===== src/rtl/serdes_reset_ctrl.sv =====
// serdes_reset_ctrl
//   Reset sequencer for a multi-channel transceiver sharing one TX PLL.
//   A shared TX machine powers the PLL up and releases the per-channel TX resets
//   once lock is stable. An independent RX machine per channel walks
//   analog reset -> lock-to-data wait -> ready, recovering on lock loss,
//   lock timeout or a software request.
//
// Ports
//   clock, reset          system clock, asynchronous active-high reset
//   pll_locked            TX PLL lock (async)
//   pll_cal_busy          PLL calibration busy (async)
//   tx_cal_busy[ch]       TX calibration busy (async)
//   rx_cal_busy[ch]       RX calibration busy (async)
//   rx_is_lockedtodata    CDR locked to data (async)
//   rx_reset_req[ch]      one-cycle RX restart request (synchronous)
//   pll_powerdown         PLL powerdown
//   tx_analogreset, tx_digitalreset, tx_ready        per-channel TX controls
//   rx_analogreset, rx_digitalreset, rx_ready        per-channel RX controls
//   rx_timeout[ch]        one-cycle pulse when lock-to-data wait times out
module serdes_reset_ctrl #(
    parameter int unsigned NUM_CH      = 2,
    parameter int unsigned T_PLL_PD    = 100,
    parameter int unsigned T_TX_DIG    = 200,
    parameter int unsigned T_RX_ANA    = 100,
    parameter int unsigned T_LTD       = 400,
    parameter int unsigned LTD_TIMEOUT = 100000
) (
    input  logic              clock,
    input  logic              reset,
    input  logic              pll_locked,
    input  logic              pll_cal_busy,
    input  logic [NUM_CH-1:0] tx_cal_busy,
    input  logic [NUM_CH-1:0] rx_cal_busy,
    input  logic [NUM_CH-1:0] rx_is_lockedtodata,
    input  logic [NUM_CH-1:0] rx_reset_req,
    output logic              pll_powerdown,
    output logic [NUM_CH-1:0] tx_analogreset,
    output logic [NUM_CH-1:0] tx_digitalreset,
    output logic [NUM_CH-1:0] tx_ready,
    output logic [NUM_CH-1:0] rx_analogreset,
    output logic [NUM_CH-1:0] rx_digitalreset,
    output logic [NUM_CH-1:0] rx_ready,
    output logic [NUM_CH-1:0] rx_timeout
);

    localparam int unsigned MAX_1 = (T_PLL_PD > T_TX_DIG) ? T_PLL_PD : T_TX_DIG;
    localparam int unsigned MAX_2 = (MAX_1 > T_RX_ANA) ? MAX_1 : T_RX_ANA;
    localparam int unsigned MAX_3 = (MAX_2 > T_LTD) ? MAX_2 : T_LTD;
    localparam int unsigned MAX_P = (MAX_3 > LTD_TIMEOUT) ? MAX_3 : LTD_TIMEOUT;
    localparam int unsigned CW    = $clog2(MAX_P) + 1;

    typedef logic [CW-1:0] cnt_t;

    localparam cnt_t PD_LAST  = CW'(T_PLL_PD - 1);
    localparam cnt_t DIG_LAST = CW'(T_TX_DIG - 1);
    localparam cnt_t ANA_LAST = CW'(T_RX_ANA - 1);
    localparam cnt_t LTD_CNT  = CW'(T_LTD);
    localparam cnt_t TMO_LAST = CW'(LTD_TIMEOUT - 1);

    typedef enum logic [1:0] {StPd, StWaitLock, StStable, StTxReady} tx_state_e;
    typedef enum logic [1:0] {StAna, StWaitLtd, StRxReady} rx_state_e;

    function automatic cnt_t sat_inc(input cnt_t c);
        return (c == {CW{1'b1}}) ? c : c + cnt_t'(1);
    endfunction

    // ------------------------------------------------------------------
    // Two-flop synchronisers for every asynchronous input
    // ------------------------------------------------------------------
    localparam int unsigned NS = 2 + 3 * NUM_CH;

    logic [NS-1:0] async_in, sync1_q, sync2_q;

    assign async_in = {rx_is_lockedtodata, rx_cal_busy, tx_cal_busy, pll_cal_busy, pll_locked};

    always_ff @(posedge clock or posedge reset) begin
        if (reset) begin
            sync1_q <= '0;
            sync2_q <= '0;
        end else begin
            sync1_q <= async_in;
            sync2_q <= sync1_q;
        end
    end

    logic              lock_s, pcal_s;
    logic [NUM_CH-1:0] tcal_s, rcal_s, ltd_s;

    assign lock_s = sync2_q[0];
    assign pcal_s = sync2_q[1];
    assign tcal_s = sync2_q[2 +: NUM_CH];
    assign rcal_s = sync2_q[2 + NUM_CH +: NUM_CH];
    assign ltd_s  = sync2_q[2 + 2 * NUM_CH +: NUM_CH];

    // ------------------------------------------------------------------
    // Shared TX sequencer
    // ------------------------------------------------------------------
    tx_state_e         tx_state_q, tx_state_d;
    cnt_t              tx_cnt_q, tx_cnt_d;
    logic [NUM_CH-1:0] tx_ana_d;

    always_comb begin
        tx_state_d = tx_state_q;
        tx_cnt_d   = tx_cnt_q;
        case (tx_state_q)
            StPd: begin
                if (tx_cnt_q >= PD_LAST) begin
                    tx_state_d = StWaitLock;
                    tx_cnt_d   = '0;
                end else begin
                    tx_cnt_d = sat_inc(tx_cnt_q);
                end
            end
            StWaitLock: begin
                tx_cnt_d = '0;
                if (lock_s && !pcal_s) begin
                    tx_state_d = StStable;
                end
            end
            StStable: begin
                if (!lock_s || pcal_s) begin
                    tx_state_d = StWaitLock;
                    tx_cnt_d   = '0;
                end else if (tx_cnt_q >= DIG_LAST) begin
                    tx_state_d = StTxReady;
                    tx_cnt_d   = '0;
                end else begin
                    tx_cnt_d = sat_inc(tx_cnt_q);
                end
            end
            StTxReady: begin
                tx_cnt_d = '0;
                if (!lock_s) begin
                    tx_state_d = StWaitLock;
                end
            end
            default: begin
                tx_state_d = StPd;
                tx_cnt_d   = '0;
            end
        endcase
    end

    // Analog reset is held through powerdown, then each channel drops it once
    // its calibration is idle; it never re-asserts short of a full reset.
    always_comb begin
        if (tx_state_q == StPd) begin
            tx_ana_d = '1;
        end else begin
            tx_ana_d = tx_analogreset & tcal_s;
        end
    end

    // Outputs are registered from the next state so lock loss shows up
    // on the same edge the machine reacts to it.
    always_ff @(posedge clock or posedge reset) begin
        if (reset) begin
            tx_state_q      <= StPd;
            tx_cnt_q        <= '0;
            pll_powerdown   <= 1'b1;
            tx_analogreset  <= '1;
            tx_digitalreset <= '1;
            tx_ready        <= '0;
        end else begin
            tx_state_q      <= tx_state_d;
            tx_cnt_q        <= tx_cnt_d;
            pll_powerdown   <= (tx_state_d == StPd);
            tx_analogreset  <= tx_ana_d;
            tx_digitalreset <= (tx_state_d == StTxReady) ? tx_ana_d : '1;
            tx_ready        <= ~tx_digitalreset;
        end
    end

    // ------------------------------------------------------------------
    // Independent RX sequencer per channel
    // ------------------------------------------------------------------
    for (genvar i = 0; i < NUM_CH; i++) begin : g_rx
        rx_state_e st_q, st_d;
        cnt_t      cnt_q, cnt_d;    // analog hold count, then lock-stable count
        cnt_t      wcnt_q, wcnt_d;  // lock-wait timeout count
        logic      tmo_d;
        logic      ana_q, dig_q, rdy_q, tmo_q;

        always_comb begin
            st_d   = st_q;
            cnt_d  = cnt_q;
            wcnt_d = wcnt_q;
            tmo_d  = 1'b0;
            if (rx_reset_req[i]) begin
                // Request beats any lock or timeout event of the same cycle.
                st_d   = StAna;
                cnt_d  = '0;
                wcnt_d = '0;
            end else begin
                case (st_q)
                    StAna: begin
                        if (cnt_q >= ANA_LAST && !rcal_s[i]) begin
                            st_d   = StWaitLtd;
                            cnt_d  = '0;
                            wcnt_d = '0;
                        end else begin
                            cnt_d = sat_inc(cnt_q);
                        end
                    end
                    StWaitLtd: begin
                        wcnt_d = sat_inc(wcnt_q);
                        if (ltd_s[i] && cnt_q >= LTD_CNT) begin
                            st_d   = StRxReady;
                            cnt_d  = '0;
                            wcnt_d = '0;
                        end else if (wcnt_q >= TMO_LAST) begin
                            tmo_d  = 1'b1;
                            st_d   = StAna;
                            cnt_d  = '0;
                            wcnt_d = '0;
                        end else if (ltd_s[i]) begin
                            cnt_d = sat_inc(cnt_q);
                        end else begin
                            cnt_d = '0;
                        end
                    end
                    StRxReady: begin
                        if (!ltd_s[i]) begin
                            st_d   = StWaitLtd;
                            cnt_d  = '0;
                            wcnt_d = '0;
                        end
                    end
                    default: begin
                        st_d   = StAna;
                        cnt_d  = '0;
                        wcnt_d = '0;
                    end
                endcase
            end
        end

        always_ff @(posedge clock or posedge reset) begin
            if (reset) begin
                st_q   <= StAna;
                cnt_q  <= '0;
                wcnt_q <= '0;
                ana_q  <= 1'b1;
                dig_q  <= 1'b1;
                rdy_q  <= 1'b0;
                tmo_q  <= 1'b0;
            end else begin
                st_q   <= st_d;
                cnt_q  <= cnt_d;
                wcnt_q <= wcnt_d;
                ana_q  <= (st_d == StAna);
                dig_q  <= (st_d != StRxReady);
                rdy_q  <= (st_d == StRxReady);
                tmo_q  <= tmo_d;
            end
        end

        assign rx_analogreset[i]  = ana_q;
        assign rx_digitalreset[i] = dig_q;
        assign rx_ready[i]        = rdy_q;
        assign rx_timeout[i]      = tmo_q;
    end

endmodule


===== config.mk =====
export PLATFORM = sky130hd
export DESIGN_NAME = serdes_reset_ctrl
export DESIGN_NICKNAME = d
export VERILOG_FILES = /design/src/rtl/serdes_reset_ctrl.sv
export SDC_FILE = /design/constraint.sdc
export NUM_CORES = 1
export LEC_CHECK = 0
export CORE_AREA = 5 5 89 174
export DETAILED_ROUTE_END_ITERATION = 10
export DIE_AREA = 0 0 94 179
export PLACE_DENSITY_LB_ADDON = 0.15
export SLEW_MARGIN = 10
export SYNTH_ARGS = -nofsm -noshare
export SYNTH_HDL_FRONTEND = slang
export SYNTH_SLANG_ARGS = --single-unit

===== constraint.sdc =====
create_clock -name clock -period 11.78 [get_ports clock]
set_input_delay 2.356 -clock clock [delete_from_list [all_inputs] [get_ports clock]]
set_output_delay 2.356 -clock clock [all_outputs]
set_load 0.05 [all_outputs]

## After elaboration in Yosys (flattened, before gate mapping)

Cells that the tools add are included.

- Register bits after elaboration: 127
- Output and inout bits: 15
- Word-level logic and storage cells: 140

- $add $sub $neg: 5
- Magnitude comparators: 8
- Eq/ne operators: 23
- Muxes and demuxes: 61
- Bitwise gates (word level): 2
- Reduce and logical (&&, ||, !) cells: 19

Operator list:

| operator | number |
|---|---|
| two-way mux 18 bit | 28 |
| case mux 18 bit (3 select lines) | 5 |
| adder 18 x 1 -> 18 bit (second input constant) | 5 |
| == test 18 bit (second input constant) | 5 |
| greater-or-equal comparator 18 x 7 -> 1 bit (second input constant) | 3 |
| greater-or-equal comparator 18 x 17 -> 1 bit (second input constant) | 2 |
| greater-or-equal comparator 18 x 9 -> 1 bit (second input constant) | 2 |
| two-way mux 2 bit | 17 |
| greater-or-equal comparator 18 x 8 -> 1 bit (second input constant) | 1 |
| == test 2 bit (second input constant) | 7 |
| zero test 2 bit | 6 |
| inequality test 3 bit (second input constant) | 4 |
| case mux 2 bit (3 select lines) | 2 |
| inequality test 5 bit (second input constant) | 2 |
| two-way mux 1 bit | 8 |
| case mux 2 bit (4 select lines) | 1 |
| == test 2 x 1 -> 1 bit (second input constant) | 3 |
| AND reduction 3 bit | 2 |
| logical AND 1 bit | 5 |
| zero test 1 bit | 4 |
| inequality test 2 bit (second input constant) | 2 |
| bitwise AND 2 bit | 1 |
| NOT 2 bit | 1 |
| OR reduction 2 bit | 1 |
| logical OR 1 bit | 1 |

## Longest topological paths before layout

Gate-level depths: netlist (run 1).

- Depth in word-level cells: 7
- Mapped depth: 9
- Depth with buffers taken out: 7

## Worst setup path before layout (run 1)

Ideal clock, no wire load.

- Path kind: input port to flip-flop
- Start point: input port rx_reset_req[0]
- End point: register g_rx[0].cnt_q[3]
- Arrival: 3949 ps
- Data required time: 11640 ps
- Setup slack: 7691 ps
- Stages: 8
- Path through: clkbuf_1 nand2b_1 or2_2 clkbuf_1 nand2_1 nor2_1 clkbuf_1 o32ai_1

- Longest elaborated chain between the ends: 1
- Elaborated cells on any way between the ends: 2
- Those cells by class: 1 x eq/ne; 1 x mux

RTL lines:

| element | RTL line | text |
|---|---|---|
| start, declared | 35 | `input logic [NUM_CH-1:0] rx_reset_req,` |
| inequality test 3 bit (no line) / two-way mux 18 bit (equally long branches) | n/a |  |
| end signal, assigned | 249 | `cnt_q <= cnt_d;` |
| end, declared | 179 | `cnt_t cnt_q, cnt_d;` |

Parallel ways exist; a longest one is shown, timed or not.
A chain may end at the register's enable or synchronous reset.

## Worst setup path in the final report (run 1)

- Start point: input port rx_reset_req[0]
- End point: register g_rx[0].cnt_q[2]

The elaborated chain is that of the path after synthesis.

==> metrics, run 1 <==
M1 GR Usage=19.0%; min Tclk post-route=4.70 ns; CORE AREA=13,900 um^2; DRC viols=0; post-synthesis sequential area ratio=50.8%; final core occ=52.3%; async set-reset flop share out of synthesis=100%; area leader, netlist=dfrtp_1; startpoint types=primary input; Max IR drop VDD=0.0879 mV; worst path required time=12.04 ns; post-synthesis cell count=655; reg-to-reg endpoint=g_rx[0].cnt_q[13]; Area contributors post-synth=dfrtp_1 (47%), nand2_1 (4.1%), dfstp_2 (3.8%), o21ai_0 (3.4%), a21oi_1 (3.3%); Rows=61; Mapped Area=6280 um^2; clk_skew=0.00964 ns; most common cell in the netlist=dfrtp_1; fmax=213 MHz; hold_buf cts=0; routability cong.=0.853; Die Area=16,800 um^2; layout cells sized above 1=9.22%; FF-to-FF Start=g_rx[0].wcnt_q[14]; MaxCap Viol Count=0; Cells after DPL=851; Vias/cell=5.83; hpwl dp=9.90 mm; Post-DRT Antenna Nets=0; Resize count post-CTS=0; IO Pins=27; Synth warnings=0; Final Hold Fails=0; status=finished, final reports clean; DR iter-0 viols=259; overall die width=94 um; Power Density=143 nW/um^2; met3 usage=4.07%; H-tree lvl count=4; Initial Util=45.2%; worst-path fanout max=16; r2r setup slk=8.88 ns; Syn Area/Cell=9.59 um^2; number of synthesized flops with an enable pin=0; drt total wl=14.3 mm; All-Layer GR Usage=18.3%; vias after detailed routing=5,147; Worst-Margin Slew=1.01 ns; hold depth=0; register area=3190 um^2; postcts setup bufs=0; Pre-Repair DR Iteration Count=7; Yosys reg bits=127; Slew Limit Fails=0; Congestion Overflow GR=0; RSZ-0062 raised after global routing=false; top cell type's share of synthesized area=47.0%; Setup Total Neg Slack=0 ns; Chip Height=179 um; Root Buffer=clkbuf_16; Placed Area=6660 um^2; WS Path Type=primary input to flip-flop; antenna violations before repair=0; HP Start=sync1_q[0]; clock-pin slew on the worst setup and hold paths=0.07 ns; Fillers=1,266; Setup Viol. Count Final=0; Leak Pwr=2.96 nW; design area=7260 um^2; Max clock buf depth=2; hold worst-path end=sync2_q[0]; Yosys cell types=74; Num Clock Sinks=127; n_diodes=0; vias in the first global route=5,153; GR met2 Demand/Resource=33.6%; routed len/inst=16.2 um; global-route wire length before repair=24.3 mm; top_reg_cell synth=dfrtp_1; Worst Path Arrival=4.96 ns; Rel. slew slack=31.5%; worst min path class=flip-flop to flip-flop; Tcrit/Tclk final=39.9%; Finished Layout Cells=883; Final #Nets=700; TritonCTS clock tree=built; Multi-input gate area=2850 um^2; IO Port Bufs=26; Worst Reg-to-Reg Cells=6; Most Crowded Layer GR=met2; P&R area growth vs syn=15.6%; synth cell count leaders=dfrtp_1 (118), nand2_1 (68), nor2_1 (54); clock buffer count from CTS=17; clock latency on the worst-skew pair=0.42 ns; largest net degree at the start of global routing=69; Worst Setup End Kind=flip-flop
[per-layer routing]
| layer | vias to the layer above | wire, um |
|---|---|---|
| li1 | 2440 | - |
| met1 | 2539 | 5480 |
| met2 | 117 | 7830 |
| met3 | 51 | 410 |
| met4 | 0 | 557 |
| met5 | - | 0 |
[worst max-delay path, stage by stage]
cell	delay [ns]
clkdlybuf4s50_1	0.62
nor3_1	0.13
o211a_1	0.13
a22oi_1	0.25
nand2_1	0.39
nor2_1	0.87
o22ai_1	0.22
[cells by family after synthesis]
family                   count (synthesis)  share of synthesized area [%]
AO/OA/AOI/OAI                          162                           17.6
XOR/XNOR                                14                           1.95
adder cells (fa/ha/maj)                  8                           1.55
buffers and inverters                   57                           4.42
flip-flops                             127                           50.8
multiplexers                             4                          0.657
other                                    1                         0.0597
AND/OR/NAND/NOR                        282                           23.0
[layout make-up]
| type | instances | area share, % |
|---|---|---|
| well taps | 189 | 3.26 |
| flip-flops and latches | 127 | 43.9 |
| repair buffers | 29 | 3.89 |
| inverters | 26 | 1.38 |
| clock inverters | 15 | 2.48 |
| clock buffers | 17 | 5.86 |
| multi-input cells | 480 | 39.2 |
[placed cells by master (no fill, tap or decap), types with 9 or more instances in the layout]
cell type	instances
nand4_1	22
clkdlybuf4s50_1	26
nor2_1	54
conb_1	10
dfrtp_1	118
dfstp_2	9
clkbuf_16	17
xnor2_1	11
inv_1	25
o21ai_0	43
a21oi_1	42
a31oi_1	10
or3_1	20
nand3_1	38
nor3_1	18
nand2_1	68
[where the power goes]
part	total [W]	internal, W	switching (W)	leakage [nW]
logic	0.0000481	0.0000155	0.0000326	0.991
registers	0.000455	0.000447	0.00000807	1.67
clock network	0.000534	0.000306	0.000228	0.301
[worst max-delay path by stage]
stage | from | end | slack, ns | cells after the start
final | rx_reset_req[0] | g_rx[0].cnt_q[2] | 7.08 | 7
after global routing | rx_reset_req[0] | g_rx[0].cnt_q[9] | 6.81 | 7
after CTS | rx_reset_req[0] | g_rx[0].cnt_q[2] | 7.10 | 7
after detailed placement | rx_reset_req[0] | g_rx[0].cnt_q[9] | 6.65 | 7
after global placement | rx_reset_req[0] | g_rx[0].cnt_q[9] | 6.78 | 6
after floorplan | reset | g_rx[0].cnt_q[0] | 6.05 | 1
[metrics by stage]
| stage | hold slack, ns | setup slack, ns | power [W] |
|---|---|---|---|
| CTS | 0.352 | 7.10 | 0.00105 |
| global route | 0.367 | 6.81 | 0.00108 |
| floorplan | 0.331 | 6.05 | 0.000495 |
| global placement | 0.332 | 6.78 | 0.000510 |
| finish | 0.351 | 7.08 | 0.00104 |
| detailed placement | 0.337 | 6.65 | 0.000512 |
[state kept, by name, summed over array words and instances (netlist names)]
name and count:
g_rx.ana_q 2, tx_cnt_q 18, g_rx.dig_q 2, sync2_q 8
tx_ready 2, tx_state_q 2, pll_powerdown 1, sync1_q 8
g_rx.tmo_q 2, tx_digitalreset 2, g_rx.wcnt_q 36, tx_analogreset 2
g_rx.st_q 4, g_rx.cnt_q 36, g_rx.rdy_q 2
Power figures use the tool's default switching activity.
==> inputs of run 2 (changes only) <==
==> constraint.sdc (replaced) <==
create_clock -name clock -period 3.81 [get_ports clock]
set_input_delay 0.762 -clock clock [delete_from_list [all_inputs] [get_ports clock]]
set_output_delay 0.762 -clock clock [all_outputs]
set_load 0.05 [all_outputs]
==> run 2 against run 1 <==
Final cell count up 0.23%; critical path depth shrank 1; largest power group unchanged; wire length fell by 0.90%; sequential share of layout area down 0.26 points; total power rose to 3.1 times the previous value; highest routed layer unchanged; worst hold slack worse by 0.0039 ns; sequential power increased to 3.1 times the previous value.
==> metrics, run 2 (synthesized netlist as in run 1, its figures left out) <==
postcts setup bufs=0; most frequent cells in the layout=dfrtp_1 (118), nand2_1 (68), nor2_1 (54); slowest stage cell, crit path=or4_4; Finished Layout Cells=885; Die Area=16,800 um^2; Initial Util=45.2%; CP Cell Sequence=or4_4 > or4_4 > and4b_1 > o21a_1 > a41oi_1 > a21oi_1; most common cell after layout, fill and taps aside=dfrtp_1; Worst path most repeated cell=or4_4; Pint=0.00249 W; clk_skew=0.00721 ns; All-Layer GR Usage=18.5%; Worst Setup End Kind=flip-flop; Hold Slack=0.347 ns; fmax=352 MHz; Rel. slew slack=47.5%; final core occ=52.6%; antenna violations before repair=0; PnR worst setup slack=0.966 ns; Setup Total Neg Slack=0 ns; P&R area growth vs syn=16.3%; hold_buf cts=0; Fillers=1,303; Clock Power Share=51.9%; IO Port Bufs=26; Pre-Repair DR Iteration Count=4; Root Buffer=clkbuf_16; Max clock buf depth=2; Chip Height=179 um; Resize count post-CTS=0; H-tree lvl count=4; vias in the first global route=5,189; clock buffer count from CTS=17; layout cells sized above 1=9.48%; Worst-Margin Slew=0.768 ns; Setup Viol. Count Final=0; MaxCap Viol Count=0; Vias/cell=5.68; Final Hold Fails=0; routed len/inst=16.0 um; Slew Limit Fails=0; hpwl dp=9.81 mm; Congestion Overflow GR=0; routability cong.=0.859; Comb pwr share=4.7%; startpoint types=flip-flop; switching share of power=23.1%; worst path required time=4.14 ns; Max IR drop VDD=0.324 mV; Worst path max stage delay=0.57 ns; Worst Path Arrival=3.18 ns; drt total wl=14.2 mm; min Tclk post-route=2.84 ns; vias after detailed routing=5,029; Power Density=444 nW/um^2; Num Clock Sinks=127; Cells after DPL=853; worst min path class=flip-flop to flip-flop; Final #Nets=702; Seq pwr share=43.4%; Net Sw Power=0.000749 W; n_diodes=0; DRC viols=0; clock latency on the worst-skew pair=0.41 ns; Leak Pwr=2.98 nW; worst-path fanout max=18; clock-pin slew on the worst setup and hold paths=0.06 ns; Tcrit/Tclk final=74.6%; Post-DRT Antenna Nets=0; status=finished, final reports clean; DR iter-0 viols=278; largest net degree at the start of global routing=114; IO Pins=27; Rows=61; biggest regs=g_rx.cnt_q x36, g_rx.wcnt_q x36, tx_cnt_q x18; Placement Setup Slack=0.700 ns; TritonCTS clock tree=built; overall die width=94 um; RSZ-0062 raised after global routing=false; WS Path Type=flip-flop to flip-flop; global-route wire length before repair=24.8 mm; CORE AREA=13,900 um^2
[run 2: cell type report]
| cell class | instances | area, um^2 | share of cell area, % |
|---|---|---|---|
| clock inverters | 14 | 180 | 2.47 |
| flip-flops and latches | 127 | 3190 | 43.7 |
| multi-input cells | 480 | 2850 | 39.0 |
| well taps | 189 | 236 | 3.24 |
| inverters | 26 | 101 | 1.39 |
| repair buffers | 31 | 310 | 4.25 |
| clock buffers | 18 | 439 | 6.01 |
[run 2: critical path: cells and delay by family (launching register included)]
family,cells,cell delay (ns)
flip-flops,1,0.44
AO/OA/AOI/OAI,3,0.92
AND/OR/NAND/NOR,3,1.40
[run 2: per-layer routing]
| layer | wire (um) | track usage [%] |
|---|---|---|
| met5 | 0 | 0 |
| met4 | 328 | 8.26 |
| met3 | 379 | 4.58 |
| met2 | 8030 | 34.3 |
| met1 | 5410 | 19.2 |
[run 2: final timing paths]
| check | from | end | slack (ns) | depth (start not counted) |
|---|---|---|---|---|
| max reg2reg | g_rx[1].cnt_q[11] | g_rx[1].cnt_q[16] | 0.97 | 6 |
| max in group asynchronous | reset | g_rx[0].cnt_q[5] | 2.25 | 3 |
| min reg2reg | sync1_q[0] | sync2_q[0] | 0.35 | 0 |
| min in group asynchronous | reset | sync2_q[3] | 0.67 | 2 |
| max | g_rx[1].cnt_q[11] | g_rx[1].cnt_q[16] | 0.97 | 6 |
| min | sync1_q[0] | sync2_q[0] | 0.35 | 0 |
[run 2: power by group through the flow]
stage | registers [W] | clock network, W | logic [W]
finish | 0.00141 | 0.00168 | 0.000152
global route | 0.00141 | 0.00179 | 0.000171
CTS | 0.00141 | 0.00173 | 0.000156
detailed placement | 0.00143 | 0 | 0.000155
global placement | 0.00143 | 0 | 0.000150
floorplan | 0.00144 | 0 | 0.0000917
[run 2: metrics by stage]
stage               total power [W]  area, um^2
floorplan                   0.00153        6320
global placement            0.00158        6690
detailed placement          0.00159        6690
CTS                         0.00329        7310
global route                0.00337        7310
finish                      0.00324        7310
==> inputs of run 3 (changes only) <==
==> constraint.sdc (replaced) <==
create_clock -name clock -period 3 [get_ports clock]
set_input_delay 0.6 -clock clock [delete_from_list [all_inputs] [get_ports clock]]
set_output_delay 0.6 -clock clock [all_outputs]
set_load 0.05 [all_outputs]
==> run 3 against run 2 <==
Global-route usage rose by 0.32 points; via count is 3.3% higher; sequential cell count unchanged; cell area increased by 0.70%; critical path depth is the same; die area unchanged; clock-buffer cell count decreased by 1; critical path type unchanged; register-to-register slack got worse by 0.72 ns; sequential power increased by 27%; utilization grew 0.37 points; clock skew grew 0.0038 ns.
==> metrics, run 3 (synthesized netlist as in run 1, its figures left out) <==
status=finished, final reports clean; IO Pins=27; Setup Viol. Count Final=0; Resize count post-CTS=0; design area=7360 um^2; Power Density=538 nW/um^2; worst-path fanout max=11; routability cong.=0.835; antenna violations before repair=0; vias after detailed routing=5,194; TritonCTS clock tree=built; worst min path class=flip-flop to flip-flop; WS Path Type=flip-flop to flip-flop; vias in the first global route=5,274; clock latency on the worst-skew pair=0.42 ns; Num Clock Sinks=127; biggest regs=g_rx.cnt_q x36, g_rx.wcnt_q x36, tx_cnt_q x18; Initial Util=45.2%; Post-DRT Antenna Nets=0; Max IR drop VDD=0.339 mV; postcts setup bufs=0; CORE AREA=13,900 um^2; Setup Total Neg Slack=0 ns; Final #Nets=716; Placed Area=6790 um^2; drt total wl=14.6 mm; clock-pin slew on the worst setup and hold paths=0.06 ns; fmax=363 MHz; clk_skew=0.0110 ns; Leak Pwr=3.02 nW; H-tree lvl count=4; startpoint types=flip-flop; most common cell after layout, fill and taps aside=dfrtp_1; IO Port Bufs=26; total power=0.00396 W; clock buffer count from CTS=17; P&R area growth vs syn=17.1%; Final Hold Fails=0; All-Layer GR Usage=18.8%; Max clock buf depth=2; Vias/cell=5.78; worst path required time=3.33 ns; Rows=61; Worst Path Arrival=3.08 ns; min Tclk post-route=2.76 ns; DRC viols=0; most frequent cells in the layout=dfrtp_1 (118), nand2_1 (68), nor2_1 (54); n_diodes=0; Slew Limit Fails=0; Congestion Overflow GR=0; Pre-Repair DR Iteration Count=5; overall die width=94 um; hpwl dp=10.4 mm; RSZ-0062 raised after global routing=false; Worst Setup End Kind=flip-flop; hold_buf cts=0; final core occ=53.0%; Die Area=16,800 um^2; Tcrit/Tclk final=91.8%; Worst-Margin Slew=1.07 ns; largest net degree at the start of global routing=49; DR iter-0 viols=189; global-route wire length before repair=25.0 mm; routed len/inst=16.3 um; Root Buffer=clkbuf_16; Chip Height=179 um; layout cells sized above 1=11.3%; MaxCap Viol Count=0; Rel. slew slack=28.4%
==> run 3: layer usage <==
metal | wire [um] | vias up | part of all wire, % | global-route usage [%]
met5 | 0 | - | 0 | 0
met4 | 476 | 0 | 3.3 | 9.52
met3 | 461 | 40 | 3.2 | 4.37
met2 | 8120 | 106 | 55 | 34.5
met1 | 5570 | 2573 | 38 | 19.6
li1 | - | 2475 | - | -
==> run 3: worst paths after layout <==
check,start,end,slack [ns],cells past startpoint
max,g_rx[0].wcnt_q[14],g_rx[0].cnt_q[15],0.24,6
min,sync1_q[0],sync2_q[0],0.35,0
max reg2reg,g_rx[0].wcnt_q[14],g_rx[0].cnt_q[15],0.24,6
min reg2reg,sync1_q[0],sync2_q[0],0.35,0
max in group asynchronous,reset,g_rx[1].ana_q,1.65,3
min in group asynchronous,reset,sync1_q[2],0.61,2
==> run 3: area by class of cell <==
type,instances,area [um^2]
clock inverter,15,140
multi-input combinational,480,2850
sequential,127,3190
tap,189,236
fill,1275,6530
inverter,26,101
clock buffer,17,425
timing repair buffer,45,415
==> run 3: through the flow <==
stage          std cells  hold slack (ns)  setup slack (ns)
2_1_floorplan        664            0.331             0.566
3_3_place_gp         867            0.331             0.253
3_5_place_dp         867            0.335             0.152
4_1_cts              899            0.349             0.218
5_1_grt              899            0.354             0.127
6_report             899            0.348             0.245
==> run 3: power by group <==
part / internal, W / leakage (nW) / switching [W]
logic: 0.0000719 / 1.07 / 0.000131
registers: 0.00175 / 1.67 / 0.0000321
clock network: 0.00110 / 0.277 / 0.000870
total: 0.00293 / 3.02 / 0.00103
==> run 3: worst max-delay path: stages (launching register included) <==
cell and delay [ns]:
dfrtp_1 0.41, or4_1 0.52, a31oi_1 0.26, nand2_1 0.15, o41a_1 0.58, or4_1 0.56
a21oi_1 0.17
